`config.mk`:
```
export PLATFORM = sky130hd
export DESIGN_NAME = network_injector
export DESIGN_NICKNAME = d
export VERILOG_FILES = /design/src/rtl/network_injector.sv
export SDC_FILE = /design/constraint.sdc
export NUM_CORES = 1
export LEC_CHECK = 0
export ABC_AREA = 0
export CORE_UTILIZATION = 42
export CTS_BUF_LIST = sky130_fd_sc_hd__clkbuf_16
export CTS_CLUSTER_SIZE = 25
export DETAILED_ROUTE_END_ITERATION = 7
export GPL_TIMING_DRIVEN = 0
export PLACE_DENSITY = 0.75
export SLEW_MARGIN = 0
export SYNTH_ARGS = -nofsm -noshare
export SYNTH_HDL_FRONTEND = slang
export SYNTH_SLANG_ARGS = --single-unit
```
`constraint.sdc`:
```
create_clock -name clk -period 1.97 [get_ports clk]
set_input_delay 0.394 -clock clk [delete_from_list [all_inputs] [get_ports clk]]
set_output_delay 0.394 -clock clk [all_outputs]
set_load 0.05 [all_outputs]
```
`src/rtl/network_injector.sv`:
```
// Network interface injector: turns a (dest, len) request plus payload words into
// head/body/tail flits for a mesh router's local input port, with a forced idle gap after each flit.
module network_injector #(
  parameter int LINK_WIDTH = 8,
  parameter int MESH_DIM   = 4,
  parameter int MAX_LEN    = 15,
  parameter int MIN_GAP    = 1,
  localparam int DEST_W    = $clog2(MESH_DIM*MESH_DIM),
  localparam int LEN_W     = $clog2(MAX_LEN+1)
) (
  input  logic                  clk,
  input  logic                  rst,
  input  logic                  req_valid,
  output logic                  req_ready,
  input  logic [DEST_W-1:0]     req_dest,
  input  logic [LEN_W-1:0]      req_len,
  input  logic                  pay_valid,
  output logic                  pay_ready,
  input  logic [LINK_WIDTH-3:0] pay_data,
  output logic [LINK_WIDTH-1:0] ni_out_flit,
  output logic                  ni_out_wr_en,
  input  logic                  ni_in_full,
  output logic                  busy,
  output logic [15:0]           pkt_count
);

  localparam int GAP_W = (MIN_GAP > 1) ? $clog2(MIN_GAP) : 1;

  typedef enum logic [1:0] {S_IDLE, S_HEAD, S_PAYLOAD, S_GAP} state_t;

  state_t                state_q, state_d;
  logic [LEN_W-1:0]      rem_q, rem_d;
  logic [GAP_W-1:0]      gap_q, gap_d;
  logic [LINK_WIDTH-1:0] flit_q, flit_d;
  logic [15:0]           cnt_q, cnt_d;
  logic                  ready_q, ready_d;
  logic                  wr_en, pay_rdy, wrote;
  logic [LEN_W-1:0]      len_clamped;

  always_comb begin
    if ({1'b0, req_len} > (LEN_W+1)'(MAX_LEN)) len_clamped = LEN_W'(MAX_LEN);
    else                                        len_clamped = req_len;
  end

  always_comb begin
    state_d = state_q;
    rem_d   = rem_q;
    gap_d   = gap_q;
    flit_d  = flit_q;
    cnt_d   = cnt_q;
    wr_en   = 1'b0;
    pay_rdy = 1'b0;
    wrote   = 1'b0;
    case (state_q)
      S_IDLE: begin
        if (req_valid && ready_q) begin
          rem_d   = len_clamped;
          flit_d  = {(len_clamped == '0) ? 2'b11 : 2'b01, (LINK_WIDTH-2)'(req_dest)};
          state_d = S_HEAD;
        end
      end
      S_HEAD: begin
        if (!ni_in_full) begin
          wr_en = 1'b1;
          wrote = 1'b1;
          if (rem_q == '0) cnt_d = cnt_q + 16'd1;
        end
      end
      S_PAYLOAD: begin
        if (!ni_in_full && pay_valid) begin
          wr_en   = 1'b1;
          pay_rdy = 1'b1;
          wrote   = 1'b1;
          rem_d   = rem_q - LEN_W'(1);
          if (rem_q == LEN_W'(1)) cnt_d = cnt_q + 16'd1;
        end
      end
      S_GAP: begin
        if (gap_q == '0) state_d = (rem_q != '0) ? S_PAYLOAD : S_IDLE;
        else             gap_d   = gap_q - GAP_W'(1);
      end
      default: state_d = S_IDLE;
    endcase
    if (wrote) begin
      if (MIN_GAP == 0) begin
        state_d = (rem_d != '0) ? S_PAYLOAD : S_IDLE;
      end else begin
        state_d = S_GAP;
        gap_d   = GAP_W'(MIN_GAP - 1);
      end
    end
    ready_d = (state_d == S_IDLE);
  end

  always_ff @(posedge clk or posedge rst) begin
    if (rst) begin
      state_q <= S_IDLE;
      rem_q   <= '0;
      gap_q   <= '0;
      flit_q  <= '0;
      cnt_q   <= '0;
      ready_q <= 1'b0;
    end else begin
      state_q <= state_d;
      rem_q   <= rem_d;
      gap_q   <= gap_d;
      flit_q  <= flit_d;
      cnt_q   <= cnt_d;
      ready_q <= ready_d;
    end
  end

  // Body/tail words pass straight through so the payload word is consumed in its own write cycle.
  assign ni_out_flit  = (state_q == S_PAYLOAD) ?
                        {(rem_q == LEN_W'(1)) ? 2'b10 : 2'b00, pay_data} : flit_q;
  assign ni_out_wr_en = wr_en;
  assign pay_ready    = pay_rdy;
  assign req_ready    = ready_q;
  assign busy         = (state_q != S_IDLE);
  assign pkt_count    = cnt_q;

endmodule

```
Yosys cells after proc, flatten, opt, wreduce, memory -nomap -nowiden
Cells that the tools add are included.
{"block": "classes", "n_addsub": 3, "eq_ne": 9, "n_reduce_logical": 15, "n_mux": 23}
{"op": "16-bit two-way mux", "n": 4}
{"op": "16-bit case mux with 2 select lines", "n": 1}
{"op": "16-bit by 1-bit adder with 16-bit output (second input constant)", "n": 1}
{"op": "2-bit two-way mux", "n": 6}
{"op": "2-bit inequality test (second input constant)", "n": 5}
{"op": "4-bit zero test", "n": 2}
{"op": "4-bit two-way mux", "n": 2}
{"op": "8-bit two-way mux", "n": 1}
{"op": "4-bit case mux with 2 select lines", "n": 1}
{"op": "2-bit nonzero test", "n": 4}
{"op": "1-bit two-way mux", "n": 6}
{"op": "5-bit AND reduction", "n": 1}
{"op": "2-bit equality test (second input constant)", "n": 2}
{"op": "4-bit by 1-bit equality test with 1-bit output (second input constant)", "n": 1}
{"op": "2-bit zero test", "n": 2}
{"op": "2-bit case mux with 2 select lines", "n": 1}
{"op": "4-bit nonzero test", "n": 1}
{"op": "4-bit by 1-bit subtractor with 4-bit output (second input constant)", "n": 1}
{"op": "3-bit AND reduction", "n": 1}
{"op": "2-bit by 1-bit equality test with 1-bit output (second input constant)", "n": 1}
{"op": "1-bit logical AND", "n": 2}
{"op": "1-bit case mux with 2 select lines", "n": 1}
{"op": "2-bit AND reduction", "n": 1}
{"op": "1-bit zero test", "n": 1}
{"op": "1-bit subtractor (second input constant)", "n": 1}
{"block": "totals", "elab_cells": 56, "regBits": 30, "inputBits": 19, "out_inout_bits": 28}

Logic depth before layout (Yosys ltp)
Gate-level depths: netlist of the first run.
{"block": "logic_depth", "word_depth": 6, "ltp_mapped": 7, "ltp_nobuf": 6}

Worst setup path after synthesis of the first run
No wires, ideal clock.
{"block": "synth_path", "path_type": "register to register", "from": "register state_q[0]", "to": "register ready_q (netlist: req_ready)", "required_time_ns": 1.853, "stages_incl_launch_ff": 6, "setup_ns": 0.117, "setup_slack_ns": -0.539, "path_buffers": 0, "arrival_time_ns": 2.392, "period_less_slack_ns": 2.509, "path_cell_list": "dfrtp_1 > inv_1 > ha_1 > nor3b_1 > o32a_1 > nor2_1"}
{"block": "synth_between", "elab_chain_len": 4, "word_cells_on_any_way": 10, "cone_classes": "eq/ne: 3; mux: 5; reduce/logical: 2"}
{"element": "from (decl)", "line": "31", "source": "state_t state_q, state_d;"}
{"element": "from (signal assigned)", "line": "104", "source": "state_q <= state_d;"}
{"element": "2-bit equality test / 2-bit by 1-bit equality test with 1-bit output (equally long branches)"}
{"element": "1-bit case mux with 2 select lines *"}
{"element": "via ni_out_wr_en", "line": "21", "source": "output logic ni_out_wr_en,"}
{"element": "2-bit two-way mux *", "line": "84", "source": "if (wrote) begin"}
{"element": "via state_d[0]", "line": "31"}
{"element": "2-bit zero test *", "line": "92", "source": "ready_d = (state_d == S_IDLE);"}
{"element": "via ready_d", "line": "36", "source": "logic ready_q, ready_d;"}
{"element": "to (signal assigned)", "line": "109", "source": "ready_q <= ready_d;"}
{"element": "to (decl)", "line": "36"}
Mark *: on every way through the listed nets, which the timed path passes. The rest lies on a longest branch.
A chain may end at the register's enable or synchronous reset.

Worst setup path after layout of the first run
{"block": "layout_path", "from": "register state_q[1]", "to": "output ni_out_flit[7]"}
{"block": "layout_between", "elab_chain_len": 2}
{"element": "2-bit equality test", "line": "114", "source": "assign ni_out_flit = (state_q == S_PAYLOAD) ?"}
{"element": "8-bit two-way mux", "line": "114"}
{"element": "to (decl)", "line": "20", "source": "output logic [LINK_WIDTH-1:0] ni_out_flit,"}
Every way passes these cells.

==> results by group, run 1 <==
Worst hold path
  – Worst hold-check path type: register to register

Global route
  – First-pass GRT wire length: 6.382 mm
  – Antenna violations before repair: 0
  – GRT Overall Usage: 0.2047
  – Gr ovfl total: 0
  – Largest net degree at the start of global routing: 30
  – Vias in the first global route: 1384

Yosys
  – Flops & latches, synth: 29
  – Synth Flop Type: dfrtp_1
  – Syn Inst Count: 147
  – Post-synth EDFFs: 0
  – YS warnings: 0
  – Mapped Area: 1604 um2
  – Post-Syn Nets: 173
  – Avg Cell Area, Syn: 10.91 um2
  – Ys async rst share: 1.000
  – Netlist cell types: 38
  – Sequential area share after synthesis: 0.4524

Routing
  – Iteration-0 DRC count of the detailed router: 63
  – WL/cell: 15.93 um
  – DRT antenna net count: 0
  – Routed vias/inst: 5.261
  – Total vias in the final route: 1373
  – DR DRC count: 0
  – Pre-antenna DRT Iters: 4
  – Post-Route WL: 4.158 mm

Placed design
  – Gpl congestion: 0.7347
  – DP HPWL: 2.474 mm
  – Port-buffer cells: 46

Final layout
  – Layout cells sized above 1: 0.3474
  – # diodes: 0
  – Area grow syn2layout: 70.90%
  – Register area: 726.9 um2
  – Nets: 238
  – Area of the multi-input gates: 1051 um2
  – Filler Cell Count: 241

Timing
  – Hold_ws: 461.3 ps
  – Fin crit period: 2098 ps
  – Final setup fails: 13
  – Worst slew pin tran: 1092 ps
  – Clk_skew: 1.731 ps
  – Max Slew Vio Count: 0
  – RSZ-0062 raised after global routing: yes
  – FMAX: 476.7 MHz
  – Setup TNS: -903.7 ps
  – Tcrit/Tclk final: 1.065
  – Final Hold Viols: 0
  – Min setup slack post-route: -127.9 ps
  – Slew HR: 0.2713

Setup path
  – Crit path kind: register to output pin
  – Worst EP arrival: 1700 ps
  – Worst Path Required: 1580 ps
  – Startpoint Class: register
  – Worst setup EP type: output pin
  – CP Max Fanout: 8

Floorplan
  – Die Y: 63.80 um
  – Core ar.: 3661 um2
  – Initial core utilization: 0.4381
  – Width of the die: 63.80 um
  – Total Die Area: 4070 um2
  – I/O pin total: 47
  – Core Rows: 22

Clocking
  – Clk slew on worst S/H paths: 50 ps
  – Hold Buf Count CTS: 0
  – Longest Clk Path Bufs: 2
  – Later-pin clock latency in the skew report: 270 ps
  – Clk sinks: 29
  – TritonCTS Buffers: 5
  – CTS tree: yes
  – CTS root buf: clkbuf_16
  – H-tree Lvls: 2

Power and ir drop
  – Power Density: 1426 nW/um2
  – VDD IR max: 0.8689 mV
  – LEAKAGE: 0.001350 uW

Outcome
  – Failing checks: negative setup slack
  – Status: complete, but fails checks

Flow run
  – # Max-Cap Violations: 0
synth_stat cells (all sizes together), types with 2 or more instances:
master,instances,area (um2)
mux2,9,101.4
and2,3,18.77
ha,7,87.58
inv,7,26.28
nor3,4,20.02
o21ai,5,25.02
nor4,7,90.09
dfrtp,29,725.7
nand2b,7,43.79
nand2,9,33.78
nor2,6,22.52
xnor2,3,26.28
or4,2,18.77
xor2,12,105.1
and3,2,12.51
nor4b,2,30.03
a21o,2,15.01
nand4,2,12.51
nand3,6,30.03
nor2b,2,12.51
a21oi,6,30.03
clkbuf,2,7.510
repair_timing:
item                                    CTS  global route
gates cloned                              0             1
resized for setup                       102            22
hold endpoints to repair                  0             0
endpoints found under the setup margin   26            25
setup buffers                             5             6
pin swaps                                 3            25
cells by family after synthesis:
family	Yosys count	synth area share
compound gates	20	0.07957
xor+xnor	15	0.08191
fa+ha+maj	7	0.05460
buf+inv	10	0.02809
flops	29	0.4524
mux	10	0.06942
simple gates	56	0.2340
state kept, by name, summed over array words and instances, names as in the netlist:
signal and flops:
req_ready 1, pkt_count 16, state_q 2, flit_q 6, rem_q 4
report_power, final:
part	switching (uW)	internal, uW
clock	257	721
sequential	148	741
combinational	1100	948
worst max-delay path: stages (launching register included):
cell	delay, ps
dfrtp_2	440
ha_4	200
buf_12	120
clkbuf_16	150
clkbuf_16	150
a31o_4	220
buf_8	140
per-layer routing:
layer	vias up	track usage	wire [um]
met2	46	0.3537	2270
met5	-	0	0
met1	673	0.2500	1670
met4	0	0.06534	24
li1	651	-	-
met3	3	0.04821	193
cell usage in the layout (no fill, tap or decap), types with 2 or more instances in the layout:
cell,instances
mux2_2,5
nor2_1,4
and3_1,2
nand2_1,9
ha_2,2
xor2_1,12
buf_8,6
nand3_1,4
ha_4,3
nand4_1,2
a21oi_1,6
o21ai_0,5
inv_2,2
xnor2_1,3
nor3_4,3
nor4_4,7
a21o_1,2
buf_12,2
ha_1,2
nand2b_1,7
buf_4,10
bufinv_16,2
inv_1,5
clkdlybuf4s50_1,33
nor2_4,2
and2_2,2
dfrtp_1,28
buf_6,4
clkbuf_16,8
mux2_4,4
nand3_2,2
cell type report:
class | instances | area share
flip-flops and latches | 29 | 0.2652
plain buffers | 3 | 0.02556
inverters | 7 | 0.009585
clock buffers | 5 | 0.04564
repair buffers | 58 | 0.2250
clock inverters | 3 | 0.02373
well taps | 48 | 0.02191
multi-input cells | 108 | 0.3834
path summary, 6_finish.rpt:
kind / start / end / slack [ps] / depth (start not counted)
setup / recovery: state_q[1] / ni_out_flit[7] / -130 / 6
hold / removal: flit_q[6] / flit_q[6] / 460 / 1
setup reg to reg: state_q[1] / pkt_count[11] / -70 / 6
hold reg to reg: flit_q[6] / flit_q[6] / 460 / 1
max in group asynchronous: rst / state_q[1] / 510 / 2
min in group asynchronous: rst / pkt_count[1] / 730 / 2
stage by stage:
step                utilization  std cells  setup slack [ps]  area, um2  power (uW)
floorplan                     -        147             18.05       1625        1934
global placement         0.5861        241            -818.8       2146        2326
detailed placement       0.5861        241            -846.9       2146        2373
CTS                      0.6938        254            -58.48       2540        3685
global route             0.7488        261            -168.1       2741        4087
finish                   0.7488        261            -127.9       2741        3910
No activity file was read; power rests on OpenSTA's default activity.
==> inputs of run 2 (changes only) <==
--- a/config.mk
+++ b/config.mk
@@ -6,12 +6,14 @@
 export NUM_CORES = 1
 export LEC_CHECK = 0
 export ABC_AREA = 0
-export CORE_UTILIZATION = 42
+export CAP_MARGIN = 15
+export CORE_UTILIZATION = 50
 export CTS_BUF_LIST = sky130_fd_sc_hd__clkbuf_16
 export CTS_CLUSTER_SIZE = 25
 export DETAILED_ROUTE_END_ITERATION = 7
+export DONT_BUFFER_PORTS = 1
 export GPL_TIMING_DRIVEN = 0
-export PLACE_DENSITY = 0.75
+export PLACE_DENSITY = 0.68
 export SLEW_MARGIN = 0
 export SYNTH_ARGS = -nofsm -noshare
 export SYNTH_HDL_FRONTEND = slang
==> results by group, run 2 (synthesis gave the netlist of run 1 again) <==
Floorplan
  – I/O pin total: 47
  – Width of the die: 58.64 um
  – Total Die Area: 3439 um2
  – Core Rows: 20
  – Core ar.: 3053 um2
  – Die Y: 58.64 um
  – Initial core utilization: 0.5254

Clocking
  – Later-pin clock latency in the skew report: 270 ps
  – Clk slew on worst S/H paths: 50 ps
  – CTS tree: yes
  – Clk sinks: 29
  – Longest Clk Path Bufs: 2
  – H-tree Lvls: 2
  – Hold Buf Count CTS: 0
  – CTS root buf: clkbuf_16
  – TritonCTS Buffers: 5

Routing
  – Routed vias/inst: 5.773
  – Total vias in the final route: 1218
  – Pre-antenna DRT Iters: 4
  – DR DRC count: 0
  – WL/cell: 17.45 um
  – Iteration-0 DRC count of the detailed router: 64
  – DRT antenna net count: 0
  – Post-Route WL: 3.683 mm

Worst hold path
  – Worst hold-check path type: primary input to asynchronous set/reset pin

Placed design
  – Placed insts: 191
  – DP HPWL: 2.216 mm
  – Gpl congestion: 0.8545
  – Port-buffer cells: 0

Global route
  – Vias in the first global route: 1184
  – GRT Overall Usage: 0.2249
  – Gr ovfl total: 0
  – Antenna violations before repair: 0
  – First-pass GRT wire length: 5.671 mm
  – Largest net degree at the start of global routing: 30

Power and ir drop
  – P_int: 1868 uW
  – Switching part of the total: 0.4272
  – Logic pwr share: 0.479
  – Design Power: 3261 uW
  – VDD IR max: 0.8961 mV
  – Flop pwr share: 0.304
  – Part of the power in the clock network: 0.216
  – Power Density: 1517 nW/um2
  – Switch Pwr: 1393 uW
  – LEAKAGE: 0.001051 uW

Setup path
  – Worst EP arrival: 2300 ps
  – Startpoint Class: register
  – Worst Path Required: 2150 ps
  – Worst setup EP type: register
  – Crit path kind: register to register
  – CP Max Fanout: 10

Timing
  – Final setup fails: 11
  – Final Hold Viols: 0
  – Worst slew pin tran: 638.2 ps
  – Min setup slack post-route: -145.8 ps
  – Fin crit period: 2116 ps
  – RSZ-0062 raised after global routing: yes
  – Max Slew Vio Count: 0
  – Tcrit/Tclk final: 1.074
  – Slew HR: 0.5741
  – FMAX: 472.6 MHz
  – Clk_skew: 4.360 ps

Final layout
  – Area grow syn2layout: 34.01%
  – Commonest non-fill, non-tap cell in the layout: dfrtp_1
  – Nets: 192
  – # diodes: 0
  – Largest register FFs: 16
  – Post-Layout Cell Count: 211
  – Layout cells sized above 1: 0.3892
  – Most frequent cells in the layout: dfrtp_1 (26), xor2_1 (12), buf_4 (10)

Outcome
  – Failing checks: negative setup slack
  – Status: complete, but fails checks

Flow run
  – # Max-Cap Violations: 0
==> run 2: changes by cell type in the layout (fill, tap and decap cells not counted), sizes merged <==
cell           change
buf                -9
dlymetal6s2s       -1
clkinv             +1
inv                +1
clkdlybuf4s50     -33
clkdlybuf4s15      -1
clkbuf             -1
bufinv             -2
dlygate4sd2        -1
==> run 2: worst max-delay path, cell delays in order, from the launching register on <==
cell and delay [ps]:
dfrtp_1 430, ha_4 220, a21boi_1 150, or4_4 530, buf_12 180, nor4_4 310, xor2_1 210
==> run 2: layout make-up <==
class | count | area (um2)
multi-input combinational | 108 | 1016
fill | 217 | 903.4
sequential | 29 | 729.5
clock buffer | 5 | 125.1
timing repair buffer | 12 | 113.9
buffer | 3 | 70.07
tap | 44 | 55.05
inverter | 7 | 26.28
clock inverter | 3 | 13.76
==> run 2: timing repair <==
action / 4_1_cts / 5_1_grt
gates resized for setup: 30 / 14
pin swaps: 3 / 1
gates cloned: 0 / 1
buffers inserted: 6 / 4
endpoints found under the setup margin: 27 / 26
==> run 2: routing by layer <==
layer	vias up	share of wire	routed length, um	track usage
li1	558	-	-	-
met5	-	0	0	0
met1	609	0.43	1569	0.2819
met3	6	0.052	191	0.05934
met4	0	0.013	48	0.1088
met2	45	0.51	1873	0.3612
==> run 2: worst paths after layout <==
check,startpoint,end,slack [ps],cells after the start
worst max register to register,state_q[1],pkt_count[9],-150,6
worst max-delay path,state_q[1],pkt_count[9],-150,6
min in group clk,req_dest[3],flit_q[3],270,1
max in group asynchronous,rst,pkt_count[12],1510,2
worst min register to register,flit_q[6],flit_q[6],460,1
worst min-delay path,rst,pkt_count[0],10,1
==> run 2: power groups by stage <==
stage	Clock [uW]	Combinational (uW)	Sequential, uW
CTS	719	1410	976
global route	740	1660	1010
floorplan	0	981	952
global placement	0	1080	978
detailed placement	0	1110	987
finish	705	1560	992
==> run 2: through the flow <==
| step | setup TNS, ps | hold WS (ps) | instance area (um2) | utilization | worst slack, ps |
|---|---|---|---|---|---|
| final | -530.7 | 12.99 | 2150 | 0.7041 | -145.8 |
| after global routing | -1374 | 37.13 | 2150 | 0.7041 | -191.4 |
| after CTS | -360.2 | 267.8 | 2018 | 0.6611 | -57.13 |
| after detailed placement | -2258 | 444.2 | 1680 | 0.5504 | -240.0 |
| after global placement | -1313 | 442.5 | 1680 | 0.5504 | -179.9 |
| after floorplan | 0 | 425.2 | 1625 | - | 18.05 |
==> inputs of run 3 (changes only) <==
--- a/config.mk
+++ b/config.mk
@@ -9,7 +9,7 @@
 export CAP_MARGIN = 15
 export CORE_UTILIZATION = 50
 export CTS_BUF_LIST = sky130_fd_sc_hd__clkbuf_16
-export CTS_CLUSTER_SIZE = 25
+export CTS_CLUSTER_SIZE = 12
 export DETAILED_ROUTE_END_ITERATION = 7
 export DONT_BUFFER_PORTS = 1
 export GPL_TIMING_DRIVEN = 0
==> results of run 3 <==
No change in the layout: final DEF, timing and power equal those of run 2.
